==> config.mk <==
export PLATFORM = sky130hd
export DESIGN_NAME = fraction_divider4
export DESIGN_NICKNAME = d
export VERILOG_FILES = /design/src/rtl/fraction_divider4.sv
export SDC_FILE = /design/constraint.sdc
export NUM_CORES = 1
export LEC_CHECK = 0
export ABC_AREA = 1
export CAP_MARGIN = 20
export CORE_ASPECT_RATIO = 1.4
export CORE_UTILIZATION = 40
export CTS_CLUSTER_DIAMETER = 120
export DETAILED_ROUTE_END_ITERATION = 6
export PLACE_DENSITY_LB_ADDON = 0.25
export SLEW_MARGIN = 20
export SYNTH_ARGS = -nofsm -noshare
export SYNTH_HDL_FRONTEND = slang
export SYNTH_SLANG_ARGS = --single-unit
export TNS_END_PERCENT = 1
==> constraint.sdc <==
create_clock -name CLK -period 3.33 [get_ports CLK]
set_input_delay 0.666 -clock CLK [delete_from_list [all_inputs] [get_ports CLK]]
set_output_delay 0.666 -clock CLK [all_outputs]
set_load 0.02 [all_outputs]
==> src/rtl/fraction_divider4.sv <==
`default_nettype none
// ============================================================================
// fraction_divider4 : sequential 1.6 / 1.3 signed-fraction divider giving a
//                     1.3 quotient truncated toward zero, with overflow flag.
// Revision 1.0
// ============================================================================
module fraction_divider4 (
  input  logic       CLK,
  input  logic       RSTn,
  input  logic       St,
  input  logic [6:0] Dividend,
  input  logic [3:0] Divisor,
  output logic [3:0] Quotient,
  output logic       V,
  output logic       Busy,
  output logic       Done
);

  localparam logic [2:0] S_IDLE = 3'd0;
  localparam logic [2:0] S_CHK  = 3'd1;
  localparam logic [2:0] S_DIV  = 3'd2;
  localparam logic [2:0] S_SIGN = 3'd3;
  localparam logic [2:0] S_DONE = 3'd4;

  logic [2:0] r_state;
  logic [2:0] w_next;

  logic [6:0] r_dvd_mag;
  logic [3:0] r_dvs_mag;
  logic       r_sign;
  logic [6:0] r_rem;
  logic [2:0] r_q;
  logic [2:0] r_cnt;
  logic [3:0] r_quot;
  logic       r_v;

  logic [6:0] w_dvd_abs;
  logic [3:0] w_dvs_abs;
  logic       w_ovf;
  logic [7:0] w_shifted;
  logic [7:0] w_trial;
  logic [3:0] w_qmag;

  // -64 and -8 map onto 1000000 / 1000, which read correctly as unsigned 64 / 8
  assign w_dvd_abs = Dividend[6] ? (~Dividend + 7'd1) : Dividend;
  assign w_dvs_abs = Divisor[3]  ? (~Divisor  + 4'd1) : Divisor;

  assign w_ovf     = (r_dvs_mag == 4'd0) ||
                     ({1'b0, r_dvd_mag} >= {1'b0, r_dvs_mag, 3'b000});
  assign w_shifted = {4'b0000, r_dvs_mag} << r_cnt;
  assign w_trial   = {1'b0, r_rem} - w_shifted;
  assign w_qmag    = {1'b0, r_q};

  assign Quotient  = r_quot;
  assign V         = r_v;

  always_ff @(posedge CLK or negedge RSTn) begin
    if (!RSTn) r_state <= S_IDLE;
    else       r_state <= w_next;
  end

  always_comb begin
    w_next = r_state;
    case (r_state)
      S_IDLE:  if (St) w_next = S_CHK;
      S_CHK:   w_next = w_ovf ? S_DONE : S_DIV;
      S_DIV:   if (r_cnt == 3'd0) w_next = S_SIGN;
      S_SIGN:  w_next = S_DONE;
      S_DONE:  w_next = S_IDLE;
      default: w_next = S_IDLE;
    endcase
  end

  always_comb begin
    Busy = (r_state == S_CHK) || (r_state == S_DIV) || (r_state == S_SIGN);
    Done = (r_state == S_DONE);
  end

  always_ff @(posedge CLK or negedge RSTn) begin
    if (!RSTn) begin
      r_dvd_mag <= 7'd0;
      r_dvs_mag <= 4'd0;
      r_sign    <= 1'b0;
      r_rem     <= 7'd0;
      r_q       <= 3'd0;
      r_cnt     <= 3'd0;
      r_quot    <= 4'd0;
      r_v       <= 1'b0;
    end else begin
      case (r_state)
        S_IDLE: if (St) begin
          r_dvd_mag <= w_dvd_abs;
          r_dvs_mag <= w_dvs_abs;
          r_sign    <= Dividend[6] ^ Divisor[3];
          r_rem     <= 7'd0;
          r_q       <= 3'd0;
        end
        S_CHK: begin
          if (w_ovf) begin
            r_v    <= 1'b1;
            r_quot <= 4'd0;
          end else begin
            r_v   <= 1'b0;
            r_cnt <= 3'd2;
            r_rem <= r_dvd_mag;
          end
        end
        S_DIV: begin
          // quotient bits arrive MSB first, so a left shift places bit i
          if (!w_trial[7]) r_rem <= w_trial[6:0];
          r_q <= {r_q[1:0], ~w_trial[7]};
          if (r_cnt != 3'd0) r_cnt <= r_cnt - 3'd1;
        end
        S_SIGN: r_quot <= (r_sign && (r_q != 3'd0)) ? (~w_qmag + 4'd1) : w_qmag;
        default: ;
      endcase
    end
  end

endmodule
`default_nettype wire

==> results.md <==
* Max Clock Freq at 0.401 GHz
* Int Power at 1.22 mW
* Hold Path End: r_dvd_mag[3]$_DFFE_PN0P_
* Status: finished clean
* Fill cells at between 500 and 600
* Layout cells sized above 1 at 0.0528
* CP Data Required Time at about 3.6 ns
* CP bufs+invs at 4
* RSZ-0062 raised after global routing: false
* Reg2reg path depth at 15
* Net Sw Frac at 0.493
* Synthesized cell area at around 0.0023 mm²
* Setup TNS at 0 ns
* Height of the die at 91.7 µm
* Clock Skew at 0.00832 ns
* Tightest Hold Check Type: reg2reg
* Main combinational cell family by area after synthesis: simple AND/OR/NAND/NOR gates
* Final Util at 0.483
* CTS Buffer Depth at 2
* Syn-to-layout area delta at 16.0%
* Clock Pin Slew Worst Setup and Hold Paths at 0.07 ns
* Highest-count cells in the layout ignoring fill and taps: nand2_1 (87), inv_1 (45), dfrtp_1 (33), nand3_1 (33), o21ai_0 (23)
* Die X at 66.1 µm
* Worst Hold Launch: r_dvd_mag[3]$_DFFE_PN0P_
* # nets final at around 370
* Sequential fraction of the synthesis area at 0.359
* I/O Pins at 21
* Final Power at approximately 2.4 mW
* CTS tree: yes
* Largest stage delay on the critical path at between 0.4 and 0.5 ns
* Final setup fails at 0
* Clock Latency Late Sink at about 0.28 ns
* Worst r2r src: r_cnt[1]$_DFFE_PN0P_
* FF+latch area at between 800 and 900 µm²
* Global-route wire length before repair at just over 9 mm
* Logic pwr share at 0.594
* Total number of vias at between 2000 and 2500
* Gate Count Post-Synth at 316
* Die area at slightly above 0.006 mm²
* Slowest library cell on the worst path: dfrtp_1
* RR Endpoint: r_rem[2]$_DFFE_PN0P_
* Largest net degree at the start of global routing at 34
* R2R Setup Slk at about 0.84 ns
* Yosys cell types at 30
* Hold slack at slightly below 0.5 ns
* Mux share of post-synthesis cell area at 0
* Synth Area in Compound Gates at 0.120
* Num rows at 32
* Period utilization at 0.749
* Crit start category: register
* Final wirelength at around 5.3 mm
* NetSw at approximately 1.2 mW
* Busiest grt layer: met2
* Core area at about 0.0055 mm²
* Met3 Resource Use GR at 0.0224
* Area of the multi-input gates at ~0.0013 mm²
* Pins Over Slew Limit at 0
* GR met2 Demand/Resource at 0.363
* Initial DRT Pass Iterations at 4
* Post-Syn Nets at ~350
* GR Overflow Total at 0
* Port bufs at 20
* FF+latch count, synth at 33
* Hpwl dp at approximately 4.2 mm
* Drt initial violations at approximately 110
* Clk root buf: clkbuf_8
* Final Hold Fails at 0
* Avg Cell Area, Syn at roughly 7.3 µm²
* Part of the power in registers at 0.281
* Max cap viols at 0
* CTS buffer count at 5
* DR vias/cell at roughly 5
* Routability cong. at ~0.87
* Simple-gate share of the synthesized area at 0.297
* Setup Crit Path Kind: reg2reg
* Worst Path Arrival at around 2.7 ns
* Worst Tran Pin Value at ~0.43 ns
* Vias in the first global route at roughly 2100
* Commonest non-fill, non-tap cell in the layout: nand2_1
* Clk pwr share at 0.125
* Post-DRT Antenna Nets at 0
* Global Route Usage Sum at 0.201
* DRC violation count after routing at 0
* CP Max Fanout at 7
* Initial Util at 0.416
* # resized after CTS at 0
* GR Util met1 at 0.228
* Min cycle time layout at between 2 and 2.5 ns
* Worst hold stages at 2
* Crit path capture type: register
* Peak supply drop at approximately 380 µV
* Post-Synth XOR/XNOR Area at 0.0305
* Clk sinks at 33
* Adder-cell share of the synthesized area at 0.107
* Synth warn at 0
* Final antenna diode count at 0
* Post-CTS Setup Bufs at 0
* Power Density at between 900 and 1000 mW/mm²
* Routed length per instance at around 13 µm
* CP cell instances: inv_1, nor2_1, inv_1, o31ai_1, inv_1, ha_1, nand2_1, inv_1, a21oi_1, nand2_1, nand2_1, nand3_1, nand2_2, nand3_1, nand2_1
* Cell family with most CP delay: simple AND/OR/NAND/NOR gates
* Max transition margin at 0.709
* H-Tree Depth at 2
* Leak Pwr at 1.36 nW
* Hold Buf Count CTS at 0
* Initial antenna violation count at 0
-- cell families after synthesis --
kind of cell    after synthesis
flops                        33
compound gates               48
buf+inv                      52
fa+ha+maj                    19
simple gates                156
xor+xnor                      8
-- synthesized netlist by cell type --
cell type  instances  area [µm²]
a21oi_1           13        65.1
a21oi_2            1        8.76
a21oi_4            1        16.3
a31oi_1            1        6.26
buf_2              3        15.0
clkbuf_1           1        3.75
clkinv_1           1        3.75
dfrtp_1           33         826
fa_1               1        20.0
ha_1              18         225
inv_1             45         169
inv_2              2        7.51
nand2_1           87         327
nand2_2            2        12.5
nand2_4            1        11.3
nand3_1           33         165
nand3_2            1        10.0
nand4_1            2        12.5
nand4_2            1        12.5
nor2_1            20        75.1
nor3_1             7        35.0
nor3_4             1        16.3
nor4_1             1        6.26
o211ai_1           1        7.51
o21ai_0           23         115
o21bai_1           1        7.51
o22ai_1            3        18.8
o31ai_1            4        30.0
xnor2_1            3        26.3
xor2_1             5        43.8
-- through the flow --
| stage | cells | instance area, µm² | setup WS, ns |
|---|---|---|---|
| finish | 409 | 2670 | 0.836 |
| global route | 409 | 2670 | 0.623 |
| CTS | 409 | 2670 | 0.884 |
| detailed placement | 402 | 2580 | 0.904 |
| global placement | 402 | 2580 | 0.964 |
| floorplan | 316 | 2300 | 1.29 |
-- flip-flops by register name (all words and copies together), names as in the netlist --
name	cells
r_dvd_mag	7
r_rem	7
Quotient	4
r_dvs_mag	4
r_cnt	3
r_q	3
r_state	3
V	1
r_sign	1
-- how the worst max path moves through the flow --
stage                               from                   end  slack, ns  depth (start not counted)
finish              r_cnt[1]$_DFFE_PN0P_  r_rem[2]$_DFFE_PN0P_       0.84                         15
floorplan           r_cnt[2]$_DFFE_PN0P_  r_rem[0]$_DFFE_PN0P_       1.29                         14
CTS                 r_cnt[1]$_DFFE_PN0P_  r_rem[2]$_DFFE_PN0P_       0.88                         15
detailed placement  r_cnt[1]$_DFFE_PN0P_  r_rem[2]$_DFFE_PN0P_       0.90                         15
global route        r_cnt[1]$_DFFE_PN0P_  r_rem[1]$_DFFE_PN0P_       0.62                         15
global placement    r_cnt[1]$_DFFE_PN0P_  r_rem[1]$_DFFE_PN0P_       0.96                         15
-- worst reg2reg max path: cells and delay by family (launching register included) --
kind,cells,cell delay [ns]
compound gates,2,0.41
fa+ha+maj,1,0.33
buf+inv,4,0.35
flops,1,0.44
simple gates,8,0.91
-- power groups by stage --
stage / sequential, mW / combinational [mW] / clock (mW)
after detailed placement: 0.683 / 1.43 / 0
after global routing: 0.698 / 1.65 / 0.329
after global placement: 0.680 / 1.40 / 0
final: 0.677 / 1.43 / 0.302
after CTS: 0.676 / 1.44 / 0.312
after floorplan: 0.666 / 1.05 / 0
-- per-layer routing --
layer	wire, µm	share of wire
met4	137	0.026
met3	112	0.021
met1	2270	0.42
met2	2830	0.53
met5	0	0
-- area by class of cell --
type | count | share of cell area
clock buffers | 7 | 0.0324
inverters | 48 | 0.0676
multi-input cells | 231 | 0.478
flip-flops and latches | 33 | 0.310
well taps | 68 | 0.0319
repair buffers | 22 | 0.0807
Power figures use the tool's default switching activity.
